`config.mk`:
```
export PLATFORM = sky130hd
export DESIGN_NAME = s2a_controller
export DESIGN_NICKNAME = d
export VERILOG_FILES = /design/src/rtl/s2a_controller.sv
export SDC_FILE = /design/constraint.sdc
export NUM_CORES = 1
export LEC_CHECK = 0
export CAP_MARGIN = 20
export CORE_ASPECT_RATIO = 1.2
export CORE_UTILIZATION = 35
export DETAILED_ROUTE_END_ITERATION = 10
export PLACE_DENSITY = 0.54
export SYNTH_ARGS = -nofsm -noshare
export SYNTH_HDL_FRONTEND = slang
export SYNTH_SLANG_ARGS = --single-unit
```
`constraint.sdc`:
```
create_clock -name AXI_clk -period 12.71 [get_ports AXI_clk]
set_input_delay 1.9065 -clock AXI_clk [delete_from_list [all_inputs] [get_ports AXI_clk]]
set_output_delay 1.9065 -clock AXI_clk [all_outputs]
set_load 0.01 [all_outputs]
```
`src/rtl/s2a_controller.sv`:
```
// Stream-to-AXI write controller: packs stream words into a 32-word ping-pong
// buffer and drains each filled 16-word half as one 16-beat AXI write burst.
module s2a_controller (
  input  logic        AXI_clk,
  input  logic        rst_n,
  input  logic        sync,
  input  logic        Ien,
  input  logic [31:0] Idata,
  input  logic [31:0] ibase,
  input  logic [23:6] isize,
  output logic [23:6] iacnt,
  output logic [31:0] ibcnt,
  output logic [31:0] AXI_awaddr,
  output logic        AXI_awvalid,
  input  logic        AXI_awready,
  output logic [3:0]  AXI_awlen,
  output logic [31:0] AXI_wdata,
  output logic        AXI_wvalid,
  input  logic        AXI_wready,
  output logic        AXI_wlast,
  input  logic        AXI_bvalid,
  output logic        AXI_bready,
  input  logic [1:0]  AXI_bresp,
  output logic        s2a_err
);

  typedef enum logic [1:0] {IDLE, ADDR, DATA, RESP} state_t;

  state_t            state_q, state_d;
  logic [31:0]       mem [32];
  logic [4:0]        wptr_q, wptr_d;
  logic [1:0]        full_q, full_d;
  logic [1:0][25:0]  blkAddr_q, blkAddr_d;
  logic [23:6]       iacnt_q, iacnt_d;
  logic [31:0]       ibcnt_q, ibcnt_d;
  logic              err_q, err_d;
  logic              flush_q, flush_d;
  logic              rdHalf_q, rdHalf_d;
  logic [3:0]        beat_q, beat_d;
  logic [31:0]       awaddr_q, awaddr_d;
  logic              awvalid_q, awvalid_d;
  logic [31:0]       wdata_q, wdata_d;
  logic              wvalid_q, wvalid_d;
  logic              wlast_q, wlast_d;
  logic              bready_q, bready_d;

  logic              wrHalf;
  logic              wrAccept;
  logic              wrDrop;
  logic              halfDone;
  logic              unusedIbase;

  // Only 64-byte aligned block addresses are produced.
  assign unusedIbase = ^ibase[5:0];

  // Overflow is judged on the registered full bit, so a half being released
  // this cycle still rejects a word aimed at it.
  assign wrHalf   = wptr_q[4];
  assign wrAccept = Ien && !sync && !full_q[wrHalf];
  assign wrDrop   = Ien && !sync && full_q[wrHalf];
  assign halfDone = wrAccept && (wptr_q[3:0] == 4'hf);

  always_ff @(posedge AXI_clk) begin
    if (wrAccept) begin
      mem[wptr_q] <= Idata;
    end
  end

  always_comb begin
    state_d   = state_q;
    wptr_d    = wptr_q;
    full_d    = full_q;
    blkAddr_d = blkAddr_q;
    iacnt_d   = iacnt_q;
    ibcnt_d   = ibcnt_q;
    err_d     = err_q;
    flush_d   = flush_q;
    rdHalf_d  = rdHalf_q;
    beat_d    = beat_q;
    awaddr_d  = awaddr_q;
    awvalid_d = awvalid_q;
    wdata_d   = wdata_q;
    wvalid_d  = wvalid_q;
    wlast_d   = wlast_q;
    bready_d  = bready_q;

    if (wrAccept) begin
      wptr_d = wptr_q + 5'd1;
    end
    if (wrDrop) begin
      err_d = 1'b1;
    end
    if (halfDone) begin
      full_d[wrHalf]    = 1'b1;
      blkAddr_d[wrHalf] = ibase[31:6] + {8'd0, iacnt_q};
      if (iacnt_q == isize - 18'd1) begin
        iacnt_d = '0;
        ibcnt_d = ibcnt_q + 32'd1;
      end else begin
        iacnt_d = iacnt_q + 18'd1;
      end
    end

    case (state_q)
      IDLE: begin
        if (full_q[rdHalf_q] && !sync) begin
          awaddr_d  = {blkAddr_q[rdHalf_q], 6'b0};
          awvalid_d = 1'b1;
          state_d   = ADDR;
        end
      end
      ADDR: begin
        if (AXI_awready) begin
          awvalid_d = 1'b0;
          beat_d    = 4'd0;
          wvalid_d  = 1'b1;
          wlast_d   = 1'b0;
          wdata_d   = mem[{rdHalf_q, 4'd0}];
          state_d   = DATA;
        end
      end
      DATA: begin
        if (AXI_wready) begin
          if (beat_q == 4'd15) begin
            wvalid_d = 1'b0;
            wlast_d  = 1'b0;
            bready_d = 1'b1;
            state_d  = RESP;
          end else begin
            beat_d  = beat_q + 4'd1;
            wdata_d = mem[{rdHalf_q, beat_q + 4'd1}];
            wlast_d = (beat_q == 4'd14);
          end
        end
      end
      RESP: begin
        // A flushed burst belongs to the stream before the restart.
        if (AXI_bvalid) begin
          bready_d = 1'b0;
          state_d  = IDLE;
          if (flush_q) begin
            flush_d = 1'b0;
          end else begin
            full_d[rdHalf_q] = 1'b0;
            rdHalf_d         = ~rdHalf_q;
            if (AXI_bresp != 2'b00) begin
              err_d = 1'b1;
            end
          end
        end
      end
      default: state_d = IDLE;
    endcase

    if (sync) begin
      wptr_d   = '0;
      iacnt_d  = '0;
      ibcnt_d  = '0;
      full_d   = '0;
      err_d    = 1'b0;
      rdHalf_d = 1'b0;
      if (state_q != IDLE && !(state_q == RESP && AXI_bvalid)) begin
        flush_d = 1'b1;
      end
    end
  end

  always_ff @(posedge AXI_clk or negedge rst_n) begin
    if (!rst_n) begin
      state_q   <= IDLE;
      wptr_q    <= '0;
      full_q    <= '0;
      blkAddr_q <= '0;
      iacnt_q   <= '0;
      ibcnt_q   <= '0;
      err_q     <= 1'b0;
      flush_q   <= 1'b0;
      rdHalf_q  <= 1'b0;
      beat_q    <= '0;
      awaddr_q  <= '0;
      awvalid_q <= 1'b0;
      wdata_q   <= '0;
      wvalid_q  <= 1'b0;
      wlast_q   <= 1'b0;
      bready_q  <= 1'b0;
    end else begin
      state_q   <= state_d;
      wptr_q    <= wptr_d;
      full_q    <= full_d;
      blkAddr_q <= blkAddr_d;
      iacnt_q   <= iacnt_d;
      ibcnt_q   <= ibcnt_d;
      err_q     <= err_d;
      flush_q   <= flush_d;
      rdHalf_q  <= rdHalf_d;
      beat_q    <= beat_d;
      awaddr_q  <= awaddr_d;
      awvalid_q <= awvalid_d;
      wdata_q   <= wdata_d;
      wvalid_q  <= wvalid_d;
      wlast_q   <= wlast_d;
      bready_q  <= bready_d;
    end
  end

  assign iacnt       = iacnt_q;
  assign ibcnt       = ibcnt_q;
  assign AXI_awaddr  = awaddr_q;
  assign AXI_awvalid = awvalid_q;
  assign AXI_awlen   = 4'hf;
  assign AXI_wdata   = wdata_q;
  assign AXI_wvalid  = wvalid_q;
  assign AXI_wlast   = wlast_q;
  assign AXI_bready  = bready_q;
  assign s2a_err     = err_q;

endmodule

```
# Word-level counts from Yosys, hierarchy flattened

Memory sizes are Yosys's and may differ from the RTL's.
Index checks and enable logic that the tools add are counted.

Bits in registers: 180
Bits in latches: 0
Bits in writable memories: 1,024
Bits in read-only memories: 0
Output and inout port bits: 123
Word-level logic and storage cells: 148
Memories kept: 1

Memory list:

| name | words | bits a word | rd ports | clocked after Yosys merged registers in | wr ports | RTL line | text |
|---|---|---|---|---|---|---|---|
| mem  | 32    | 32          | 2        | 0                                       | 1        | 30       | `logic [31:0] mem [32];` |

Add/subtract/negate cells: 6
Multipliers: 0
Div/mod/pow operators: 0
$lt $le $gt $ge: 4
Equal/unequal tests: 14
Shift-type cells: 0
Muxes and demuxes: 70
Bitwise operators: 4
Reduce and logical (&&, ||, !) cells: 32

Operators by type and width:

| cell                                                | number |
|---|---|
| 2-to-1 mux 32 bit                                   | 6 |
| 2-to-1 mux 26 bit                                   | 3 |
| case mux 32 bit (2 select lines)                    | 1 |
| 2-to-1 mux 18 bit                                   | 3 |
| bitwise mux 52 bit                                  | 1 |
| adder 32 x 1 -> 32 bit (second input constant)      | 1 |
| 2-to-1 mux 1 bit                                    | 32 |
| adder 26 x 18 -> 26 bit                             | 1 |
| demux 26 bit (select 1 bit)                         | 1 |
| 2-to-1 mux 2 bit                                    | 10 |
| nonzero test 2 bit                                  | 10 |
| adder 18 x 1 -> 18 bit (second input constant)      | 1 |
| == test 18 bit                                      | 1 |
| subtractor 18 x 1 -> 18 bit (second input constant) | 1 |
| != test 2 bit (second input constant)               | 7 |
| == test 4 bit (second input constant)               | 3 |
| 2-to-1 mux 4 bit                                    | 3 |
| AND reduction 4 bit                                 | 3 |
| 2-to-1 mux 5 bit                                    | 2 |
| logical AND 1 bit                                   | 9 |
| AND reduction 3 bit                                 | 3 |
| case mux 1 bit (2 select lines)                     | 4 |
| case mux 2 bit (4 select lines)                     | 1 |
| case mux 4 bit (2 select lines)                     | 1 |
| other kinds (15)                                    | 22 |

# Logic depth before layout (Yosys ltp)

Depth in word-level cells: 11
Gate-level depth with buffers: 13
Depth with buffers taken out: 11

# Worst setup path after synthesis

No wires, ideal clock.

Kind: input -> register
From: input sync
To: memory mem[13][0], enable pin
Library setup time: 0.461 ns
Data arrival time: 4.796 ns
Data required time: 12.249 ns
Setup slack: 7.454 ns
Cell stages on the path: 5
Cell sequence: clkbuf_1 clkbuf_1 nor2_1 nand2_1 nor3_1

Word-level cells in the longest chain between the ends: 5

Ends and longest elaborated chain:

| element                                | RTL line | text |
|---|---|---|
| start: declaration                     | 6        | `input logic sync,` |
| zero test 1 bit                        | 59       | `assign wrAccept = Ien && !sync && !full_q[wrHalf];` |
| logical AND 1 bit (2 in series)        | 59       |  |
| 2-to-1 mux 1 bit                       | 64       | `if (wrAccept) begin` |
| 2-to-1 mux 1 bit (not written as such) | 65       | `mem[wptr_q] <= Idata;` |
| end: declaration                       | 30       |  |

No other way between the ends.

# Worst setup path in the final report

From: input sync
To: register ibcnt_q[26], in the netlist ibcnt[26]

Word-level cells in the longest chain between the ends: 6
Elaborated cells on any way between the ends: 8

Ends and longest elaborated chain:

| element                              | RTL line | text |
|---|---|---|
| zero test 1 bit                      | 59       |  |
| logical AND 1 bit (2 in series)      | 59       |  |
| logical AND 1 bit                    | 61       | `assign halfDone = wrAccept && (wptr_q[3:0] == 4'hf);` |
| nonzero test 2 bit (no source line)  | --       |  |
| AND reduction 2 bit (no source line) | --       |  |
| end signal: assignment               | 192      | `ibcnt_q <= ibcnt_d;` |
| end: declaration                     | 35       | `logic [31:0] ibcnt_q, ibcnt_d;` |

Several ways; a longest one is shown, not always the timed one.
A chain may end at the register's enable or synchronous reset.

==> metrics.yaml <==
crit_buf_inv: 3
rows: 149
syn2layout_area_growth_pct: 17.72
cp_top_family: "simple AND/OR/NAND/NOR gates"
status: "complete, no violations"
core_sq_mm: 0.1380
cp_max_fo: 62
clk_latency_ps: 760
yosys.cell_types.count: 63
slew_viol_final: 0
synth-edff-count: 1024
nFillCells: 12068
cts_sinks: 1204
r2r_cells: 7
worstSetupEndpointType: "register"
drt_iter0_drc: 2541
path_class: "input pin to register"
holdWs_ps: 472.4
antenna_found_initial: 7
worstHoldPathCells: 2
drt_first_pass_iters: 5
rsz0062_at_grt: "no"
max_cap_viol_count: 0
fin_crit_sh: 0.4516
slowest_stage: "nand4_1"
setup_slack_ps: 6970
cts-buffers-inserted: 121
reg2reg_to: "ibcnt[26]$_DFFE_PN0P_"
hpwlAfterDp_um: 62760
irDropWorstVdd_mv: 0.2158
startpoint_type: "input pin"
yosys.area.top_type: "edfxtp_1"
cts_buffer_depth: 3
p_per_area_mw_per_mm2: 181.2
port-buffer-count: 197
viasPerCell: 5.342
num_vias: 25057
dieWidth_um: 343.0
detail-route-antenna-nets: 0
startpoint: "sync"
place.gp.congestion: 0.8289
dpl_worst_slack_ps: 6236
nNetsFinal: 2898
grt_pass1_wl_um: 177400
synth_cells: 2522
overflow: 0
fmax_mhz: 174.2
dpl-instance-area_sq_mm: 0.05325
synth_commonest_cells: "edfxtp_1, mux4_2, dfrtp_1"
ys.flop_type: "edfxtp_1"
arrival_ps: 6330
cts_resized: 0
drive_above_1_share: 0.2404
clkTransAtPathRegs_ps: 60
crit_chain: "buf_2, buf_4, clkinv_1, nand4_1, or2_2, a2111oi_4, nand4_1, o311ai_0, o41ai_1"
cts_setup_buffers: 0
holdBufCountCts: 0
async_flop_share: 0.1495
tightest_slew_ps: 1136
period_needed_ps: 5740
required_ps: 13300
skew_ps: 44.13
synth-seq-cells: 1204
leakage_nw: 18.86
r2r_start: "wptr_q[4]$_DFFE_PN0P_"
htree_levels: 3
synth_warnings: 0
holdPathEnd: "blkAddr_q[31]$_DFFE_PN0P_"
fp.dieH_um: 411.2
io_pins: 214
grt_usage: 0.1746
finalSetupViolCount: 0
hp-start: "blkAddr_q[31]$_DFFE_PN0P_"
cts_tree: "done"
ctsRootBufferMaster: "clkbuf_16"
yosys.area.top_type_share: 0.6298
drc: 0
hold_viol: 0
wl_per_cell_um: 26.19
grt_pass1_vias: 25908
drt_wl_total_um: 122900
yosysMostFrequentCell: "edfxtp_1"
total_power_mw: 10.41
synthesis.area_sq_mm: 0.04883
start_util: 0.3539
grt_max_degree: 127
synth-seq-area-share: 0.7220
yosys-top-cells-area: "edfxtp_1, mux4_2, dfrtp_1"
cpPeakStageDelay_ps: 800
max-slew-margin-rel: 0.2428
regToRegSetupSlack_ps: 7910
crit_top_cell: "nand4_1"
synth.avg_cell_area_sq_um: 19.36
setup_tns_ps: 0
hold_class: "register to register"
stdcell_area_sq_mm: 0.05748
die_area_sq_mm: 0.1410
[power breakdown]
group	switching (mW)	internal [mW]	leakage, nW
clock network	1.54	2.11	2.00
registers	0.0757	4.38	11.6
logic	1.05	1.27	5.30
total	2.67	7.75	18.9
[registers in the layout, summed over array words and instances, names as in the netlist]
signal / cells
beat_q: 4
state_q: 2
ibcnt: 32
iacnt: 18
AXI_awaddr: 26
mem: 1024
AXI_bready: 1
rdHalf_q: 1
AXI_wlast: 1
AXI_wvalid: 1
full_q: 2
wptr_q: 5
blkAddr_q: 52
s2a_err: 1
flush_q: 1
AXI_wdata: 32
AXI_awvalid: 1
[layer usage]
metal	part of all wire	vias to the layer above	global-route usage
li1	-	10689	-
met1	0.42	13465	0.2340
met2	0.50	708	0.2917
met3	0.048	191	0.02324
met4	0.029	4	0.06115
met5	0.00025	-	0
[stage by stage]
stage	cells	util
floorplan	2530	-
global placement	4458	0.3860
detailed placement	4458	0.3860
CTS	4685	0.4158
global route	4691	0.4167
finish	4691	0.4167
[layout by cell type (no fill, tap or decap), drive strengths merged, types with 34 or more instances in the layout]
| cell | synthesis | layout |
|---|---|---|
| xnor2 | 34 | 34 |
| clkbuf | 91 | 153 |
| nor2 | 128 | 128 |
| clkdlybuf4s50 | 0 | 195 |
| edfxtp | 1024 | 1024 |
| o21ai | 51 | 51 |
| mux2 | 49 | 49 |
| mux4 | 352 | 352 |
| clkinv | 3 | 55 |
| nand2 | 164 | 164 |
| dfrtp | 180 | 180 |
| a21oi | 61 | 61 |
| buf | 42 | 58 |
[worst max path at each step]
stage                                       end  slack [ps]  cells after the start
after detailed placement  ibcnt[26]$_DFFE_PN0P_        6240                      9
after global routing      ibcnt[26]$_DFFE_PN0P_        6620                      9
after floorplan            mem[13][0]$_DFFE_PP_        7450                      5
final                     ibcnt[26]$_DFFE_PN0P_        6970                      9
after global placement    ibcnt[18]$_DFFE_PN0P_        6520                      9
after CTS                 ibcnt[26]$_DFFE_PN0P_        7010                      9
[logic make-up (layout without fill, tap and decap cells)]
logic type | after synthesis | after routing | share of synthesized area
other | 2 | 11 | 0.0001538
buffers and inverters | 164 | 512 | 0.01363
adders and majority gates | 34 | 34 | 0.008815
DFF | 1204 | 1204 | 0.7220
and+or+nand+nor | 453 | 453 | 0.04305
xor gates and xnor gates | 61 | 61 | 0.01094
muxes | 433 | 433 | 0.1802
AOI/OAI and AO/OA | 171 | 171 | 0.02119
[cell type report]
cell class	instances	area (sq um)	share of cell area
sequential	1204	35260	0.6134
multi-input combinational	1162	13210	0.2297
clock buffer	152	3263	0.05677
timing repair buffer	254	2520	0.04384
tap	1812	2267	0.03944
clock inverter	75	847.1	0.01474
inverter	31	116.4	0.002024
antenna	1	2.502	0.00004353
[tightest hold or removal path: cells and delay by family, from the launching register on]
kind             cells  cell delay (ps)
DFF                  1              340
and+or+nand+nor      2              100
Power figures use the tool's default switching activity.
